<file path="src/rtl/reg_file_param.sv">
// rtl/reg_file_param.sv - parametrised 2R/1W register file: registered write-first reads, optional zero entry, clear sweep
// Defining REGFILE_PARITY_EN adds per-entry even parity with par_inj/par_err ports.
module reg_file_param #(
    parameter int W        = 16,
    parameter int DEPTH    = 16,
    parameter int AW       = $clog2(DEPTH),
    parameter int ZERO_REG = 0
) (
    input  logic          clk,
    input  logic          reset,
    input  logic          wren,
    input  logic [AW-1:0] wrad,
    input  logic [W-1:0]  wrdt,
    input  logic [AW-1:0] rd1ad,
    input  logic [AW-1:0] rd2ad,
    output logic [W-1:0]  rd1dt,
    output logic [W-1:0]  rd2dt,
    input  logic          clr_start,
    output logic          busy,
`ifdef REGFILE_PARITY_EN
    input  logic          par_inj,
    output logic          par_err,
`endif
    output logic          wr_drop
);

    localparam logic [0:0] IDLE  = 1'b0;
    localparam logic [0:0] SWEEP = 1'b1;
    localparam logic [AW-1:0] LAST = AW'(DEPTH - 1);

    logic [0:0]    state;
    logic [AW-1:0] cnt;
    logic [W-1:0]  mem [DEPTH];

    logic          in_sweep;
    logic          user_wr;
    logic          we;
    logic [AW-1:0] wa;
    logic [W-1:0]  wd;
    logic          rd1_zero;
    logic          rd2_zero;
    logic          rd1_byp;
    logic          rd2_byp;

    assign in_sweep = (state == SWEEP);
    assign busy     = in_sweep;

    // The user port and the sweep engine never write in the same cycle, so they share one write path.
    assign user_wr = wren && !in_sweep && !((ZERO_REG != 0) && (wrad == '0));
    assign we      = user_wr || in_sweep;
    assign wa      = in_sweep ? cnt : wrad;
    assign wd      = in_sweep ? '0 : wrdt;

    assign rd1_zero = (ZERO_REG != 0) && (rd1ad == '0);
    assign rd2_zero = (ZERO_REG != 0) && (rd2ad == '0);
    assign rd1_byp  = we && (wa == rd1ad);
    assign rd2_byp  = we && (wa == rd2ad);

    always_ff @(posedge clk or posedge reset) begin
        if (reset) begin
            state <= IDLE;
            cnt   <= '0;
        end else begin
            case (state)
                IDLE: begin
                    if (clr_start) begin
                        state <= SWEEP;
                        cnt   <= '0;
                    end
                end
                SWEEP: begin
                    cnt <= cnt + 1'b1;
                    if (cnt == LAST) begin
                        state <= IDLE;
                    end
                end
                default: state <= IDLE;
            endcase
        end
    end

    always_ff @(posedge clk or posedge reset) begin
        if (reset) begin
            for (int i = 0; i < DEPTH; i++) begin
                mem[i] <= '0;
            end
        end else if (we) begin
            mem[wa] <= wd;
        end
    end

    always_ff @(posedge clk or posedge reset) begin
        if (reset) begin
            rd1dt   <= '0;
            rd2dt   <= '0;
            wr_drop <= 1'b0;
        end else begin
            rd1dt   <= rd1_zero ? '0 : (rd1_byp ? wd : mem[rd1ad]);
            rd2dt   <= rd2_zero ? '0 : (rd2_byp ? wd : mem[rd2ad]);
            wr_drop <= wren && in_sweep;
        end
    end

`ifdef REGFILE_PARITY_EN
    logic pmem [DEPTH];
    logic pd;
    logic rd1_bad;
    logic rd2_bad;

    // Sweep stores parity 0, which matches the all-zero data it writes.
    assign pd      = in_sweep ? 1'b0 : ((^wrdt) ^ par_inj);
    assign rd1_bad = !rd1_zero && !rd1_byp && ((^mem[rd1ad]) != pmem[rd1ad]);
    assign rd2_bad = !rd2_zero && !rd2_byp && ((^mem[rd2ad]) != pmem[rd2ad]);

    always_ff @(posedge clk or posedge reset) begin
        if (reset) begin
            for (int i = 0; i < DEPTH; i++) begin
                pmem[i] <= 1'b0;
            end
            par_err <= 1'b0;
        end else begin
            if (we) begin
                pmem[wa] <= pd;
            end
            par_err <= rd1_bad || rd2_bad;
        end
    end
`endif

endmodule
</file>
<file path="config.mk">
export PLATFORM = sky130hd
export DESIGN_NAME = reg_file_param
export DESIGN_NICKNAME = d
export VERILOG_FILES = /design/src/rtl/reg_file_param.sv
export SDC_FILE = /design/constraint.sdc
export NUM_CORES = 1
export LEC_CHECK = 0
export CAP_MARGIN = 20
export CORE_ASPECT_RATIO = 1.5
export CORE_MARGIN = 2
export CORE_UTILIZATION = 55
export DETAILED_ROUTE_END_ITERATION = 8
export GPL_TIMING_DRIVEN = 0
export PLACE_DENSITY = 0.79
export SYNTH_ARGS = -nofsm -noshare
export SYNTH_HDL_FRONTEND = slang
export SYNTH_SLANG_ARGS = --single-unit
</file>
<file path="constraint.sdc">
create_clock -name clk -period 9.7 [get_ports clk]
set_input_delay 1.455 -clock clk [delete_from_list [all_inputs] [get_ports clk]]
set_output_delay 1.455 -clock clk [all_outputs]
set_load 0.03 [all_outputs]
</file>
# --- After elaboration in Yosys (flattened, before gate mapping) ---
# Index checks and enable logic that the tools add are counted.
classes:
  magnitude_cmp: 4
  reduce_logical: 7
  addsub: 1
  n_eq_ne: 4
  muxes: 18
  bitwise_logic: 4
ops:
  columns: ["op", "count"]
  rows:
  - ["$bwmux 256", 1]
  - ["$bmux 16 s4", 2]
  - ["$mux 16", 8]
  - ["$demux 16 s4", 1]
  - ["$ge 5x5->1 const B", 3]
  - ["$not 4->5", 3]
  - ["$eq 4x4->1", 2]
  - ["$mux 4", 2]
  - ["$pmux 4 s2", 1]
  - ["$logic_and 1x1->1", 5]
  - ["$lt 5x1->1 const B", 1]
  - ["$add 4x1->4 const B", 1]
  - ["$eq 4x4->1 const B", 1]
  - ["$mux 1", 2]
  - ["$ne 2x2->1 const B", 1]
  - ["$pmux 1 s2", 1]
  - ["$logic_not 1->1", 1]
  - ["$logic_or 1x1->1", 1]
  - ["$not 1->1", 1]
totals:
  output_inout_bits: 34
  wordCells: 59
  input_bits: 32
  reg_bits: 294

# --- Depth between registers and ports, before layout ---
depth:
  depth_word: 7
  depth_mapped: 8
  ltp_nobuf: 5

# --- Worst setup path after synthesis ---
# OpenSTA, ideal clock, no wires.
synth_timing:
  path_type: "input to register"
  from: "input rd2ad[0]"
  to: "register rd2dt[5]"
  slack_ps: 6579
  arrival_ps: 2995
  cell_stages: 6
  setup_ps: 125
  cell_sequence: "buf_2 -> buf_2 -> mux4_2 -> a22oi_1 -> nand2_1 -> mux2_4"
synth_between:
  elab_chain_len: 5
  word_cells_on_any_way: 7
  cone_classes: "eq/ne: 1; mux: 4; bitwise: 1; reduce/logical: 1"
synth_rtl:
  columns: ["item", "line_no", "source"]
  rows:
  - ["start: declaration", "15", "input logic [AW-1:0] rd2ad,"]
  - ["$not 4->5 (implied by the code)", "99", "rd2dt <= rd2_zero ? '0 : (rd2_byp ? wd : mem[rd2ad]);"]
  - ["$bmux 16 s4", "99", null]
  - ["$mux 16 (implied by the code) (2 in a row)", "99", null]
  - ["$mux 16 *", "99", null]
  - ["end signal: assignment", "99", null]
  - ["end: declaration", "17", "output logic [W-1:0] rd2dt,"]
# Every way passes the cells marked *; elsewhere a longest branch is shown, timed or not. The select of a mux whose other input is x is not followed.
# A chain may end at the register's enable or synchronous reset.

# --- Worst setup path in the final report ---
layout_timing:
  from: "input rd1ad[2]"
  to: "register rd1dt[12]"
layout_between:
  elab_chain_len: 5
  word_cells_on_any_way: 7
  cone_classes: "eq/ne: 1; mux: 4; bitwise: 1; reduce/logical: 1"
layout_rtl:
  columns: ["item", "line_no", "source"]
  rows:
  - ["start: declaration", "14", "input logic [AW-1:0] rd1ad,"]
  - ["$not 4->5 (implied by the code)", "98", "rd1dt <= rd1_zero ? '0 : (rd1_byp ? wd : mem[rd1ad]);"]
  - ["$bmux 16 s4", "98", null]
  - ["$mux 16 (implied by the code) (2 in a row)", "98", null]
  - ["$mux 16 *", "98", null]
  - ["end signal: assignment", "98", null]
  - ["end: declaration", "16", "output logic [W-1:0] rd1dt,"]
# Marks and branches as above.

==> metrics.yaml <==
outcome:
  status: "finished clean"
clocking:
  clkLatencyLatePin_ps: 580
  cts_tree: "done"
  cts_resized: 0
  ctsHtreeMaxLevel: 1
  cts_sinks: 294
  cts_buffers: 28
  cts_buffer_depth: 3
  cts.reportedPaths.clkPinSlew_ps: 60
  cts_setup_buffers: 0
  cts-root-buf: "clkbuf_16"
  holdBufCountCts: 0
detailed_routing:
  vias: 11190
  drt-initial-drc-count: 1235
  routed_wl_mm: 42.13
  avgViaCountPerCell: 6.593
  firstDrtPassIters: 7
  antenna_left: 0
  route.detailed.drc: 0
  wl_per_cell_um: 24.83
floorplan:
  fp-row-count: 73
  io_pins: 66
  dieArea_um2: 28360
  dieHeight_um: 205.2
  start_util_pct: 55.87
  fp.coreArea_um2: 26580
  fp.dieW_um: 138.2
timing:
  rsz0062_at_grt: "no"
  hold_viol: 0
  max_freq_mhz: 255.0
  setup_viol_count_final: 0
  finClkSkew_ps: 13.33
  slew-limit-headroom_pct: 29.47
  finalCritPeriodShare_pct: 40.43
  fin_crit_ps: 3922
  worst_slew_pin_slew_ps: 1058
  slew_violations: 0
critical_path:
  critPathRequiredTime_ps: 10150
  critPathKind: "input pin to register"
  crit_path_end_kind: "register"
  crit_family: "buffers and inverters"
  critical_path.cell_chain: "clkdlybuf4s50_1 > buf_2 > buf_1 > mux4_2 > a22oi_1 > nand2_1 > mux2_1"
  cp_max_fo: 10
  worstSetupStartpointType: "input pin"
  path_buf_inv: 3
  cpPeakStageDelay_ps: 740
  critPathArrivalTime_ps: 4370
  crit_slowest_cell: "buf_1"
  r2r_slack_ps: 6840
grt:
  overflow: 0
  antenna_found_initial: 0
  grt_first_pass_wirelength_mm: 66.74
  track_usage_pct: 30.51
  grt_max_degree: 129
  grt_pass1_vias: 12000
layout:
  final_util_pct: 63.79
  fin_area_um2: 16960
  drive_gt1_share_pct: 20.96
  area_delta_synth_final_pct: 14.18
  fin_cells: 1697
  diodes: 0
  fin_nets: 1371
yosys:
  syn_inst: 1243
  synth_area_um2: 14850
  synth-async-reset-ratio_pct: 100.0
  synth_cell_types: 38
  yosys-top-cells-count: "294 x dfrtp_1, 259 x nand2_1, 212 x o21ai_0"
  ys_seq_area_share_pct: 49.54
  synth_most_common_cell: "dfrtp_1"
  ys_ff_latch: 294
  synth_area_leader_cell: "dfrtp_1"
  yosysTopAreaCellShare_pct: 49.54
  syn_nets: 1276
  synth_edf_count: 0
  ys_top_cells_by_area: "dfrtp_1 50%, mux4_2 19%, o21ai_0 7.1%"
  ys.flop_type: "dfrtp_1"
  ys_warn_count: 0
  syn_avg_cell_area_um2: 11.95
pwr:
  power_w: 0.005301
  power_density_nw_per_um2: 312.6
  ir_worst_vdd_uv: 269.3
  p_leak_nw: 7.277
placed_design:
  dp_cells: 1645
  numPortBuffers: 63
  dp_hpwl_mm: 31.13
  place_area_um2: 15960
  place.gp.congestion: 0.9264
flow_run:
  drv_cap: 0
hold_path:
  holdCritPathClass: "register to register"
-- layer usage --
| layer | global-route usage, % | part of all wire [%] |
|---|---|---|
| met1 | 35.57 | 34 |
| met2 | 52.46 | 51 |
| met3 | 5.283 | 8.4 |
| met4 | 19.79 | 6.7 |
| met5 | 0 | 0 |
-- power breakdown --
part | switching [W] | leakage (nW) | internal (W)
clock network | 0.000495 | 0.490 | 0.000684
registers | 0.000398 | 4.02 | 0.00176
logic | 0.00107 | 2.77 | 0.000897
-- cell type report --
cell class / instances / area [µm²]
multi-input cells: 831 / 6984
repair buffers: 65 / 685.7
well taps: 337 / 421.7
fillers: 1955 / 9624
inverters: 5 / 26.28
flip-flops and latches: 294 / 7357
clock inverters: 16 / 200.2
clock buffers: 36 / 790.8
plain buffers: 113 / 489.2
-- state kept, by name, summed over array words and instances, names as in the netlist --
name	count
busy	1
wr_drop	1
mem	256
rd1dt	16
cnt	4
rd2dt	16
-- worst register-to-register path, stage by stage (launching register included) --
cell     delay, ps
dfrtp_1        490
buf_6          210
o32ai_1        900
and2_1         280
buf_2          240
buf_4          260
mux2_2         370
-- layout by cell type (no fill, tap or decap), drive strengths merged, types with 2 or more instances in the layout --
| cell | Yosys | final |
|---|---|---|
| and2 | 6 | 6 |
| nand2 | 259 | 259 |
| mux2 | 80 | 80 |
| nor2b | 22 | 22 |
| clkdlybuf4s50 | 0 | 63 |
| nand2b | 22 | 22 |
| xnor2 | 3 | 3 |
| bufinv | 0 | 4 |
| nor2 | 4 | 4 |
| o21ai | 212 | 212 |
| a21oi | 2 | 2 |
| inv | 5 | 5 |
| o32ai | 3 | 3 |
| buf | 35 | 37 |
| xor2 | 6 | 6 |
| o31ai | 3 | 3 |
| a22o | 2 | 2 |
| clkinv | 0 | 10 |
| dfrtp | 294 | 294 |
| a22oi | 64 | 64 |
| mux2i | 3 | 3 |
| clkbuf | 78 | 114 |
| nand3 | 3 | 3 |
| mux4 | 128 | 128 |
| clkinvlp | 0 | 2 |
-- per-stage QoR --
step	TNS, ps	worst slack (ps)	hold WS, ps
final	0	5778	503.6
after global routing	0	5790	528.5
after CTS	0	5895	505.8
after detailed placement	0	5310	491.3
after global placement	-849400	-2925	473.6
after floorplan	0	125.9	460.9
-- path summary, 6_finish.rpt --
kind | start | end | cells past startpoint
worst min register to register | mem[166] | mem[166] | 2
worst max-delay path | rd1ad[2] | rd1dt[12] | 7
worst min-delay path | mem[166] | mem[166] | 2
min in group asynchronous | reset | mem[17] | 2
max in group asynchronous | reset | cnt[2] | 3
worst max register to register | busy | mem[17] | 6
-- cells by family after synthesis --
kind of cell,share of synthesized area [%]
AO/OA/AOI/OAI,11.32
AND/OR/NAND/NOR,9.058
multiplexers,26.04
buffers and inverters,3.421
adder cells (fa/ha/maj),0.08425
XOR/XNOR,0.5309
flip-flops,49.55
(Power assumes the default switching activity.)
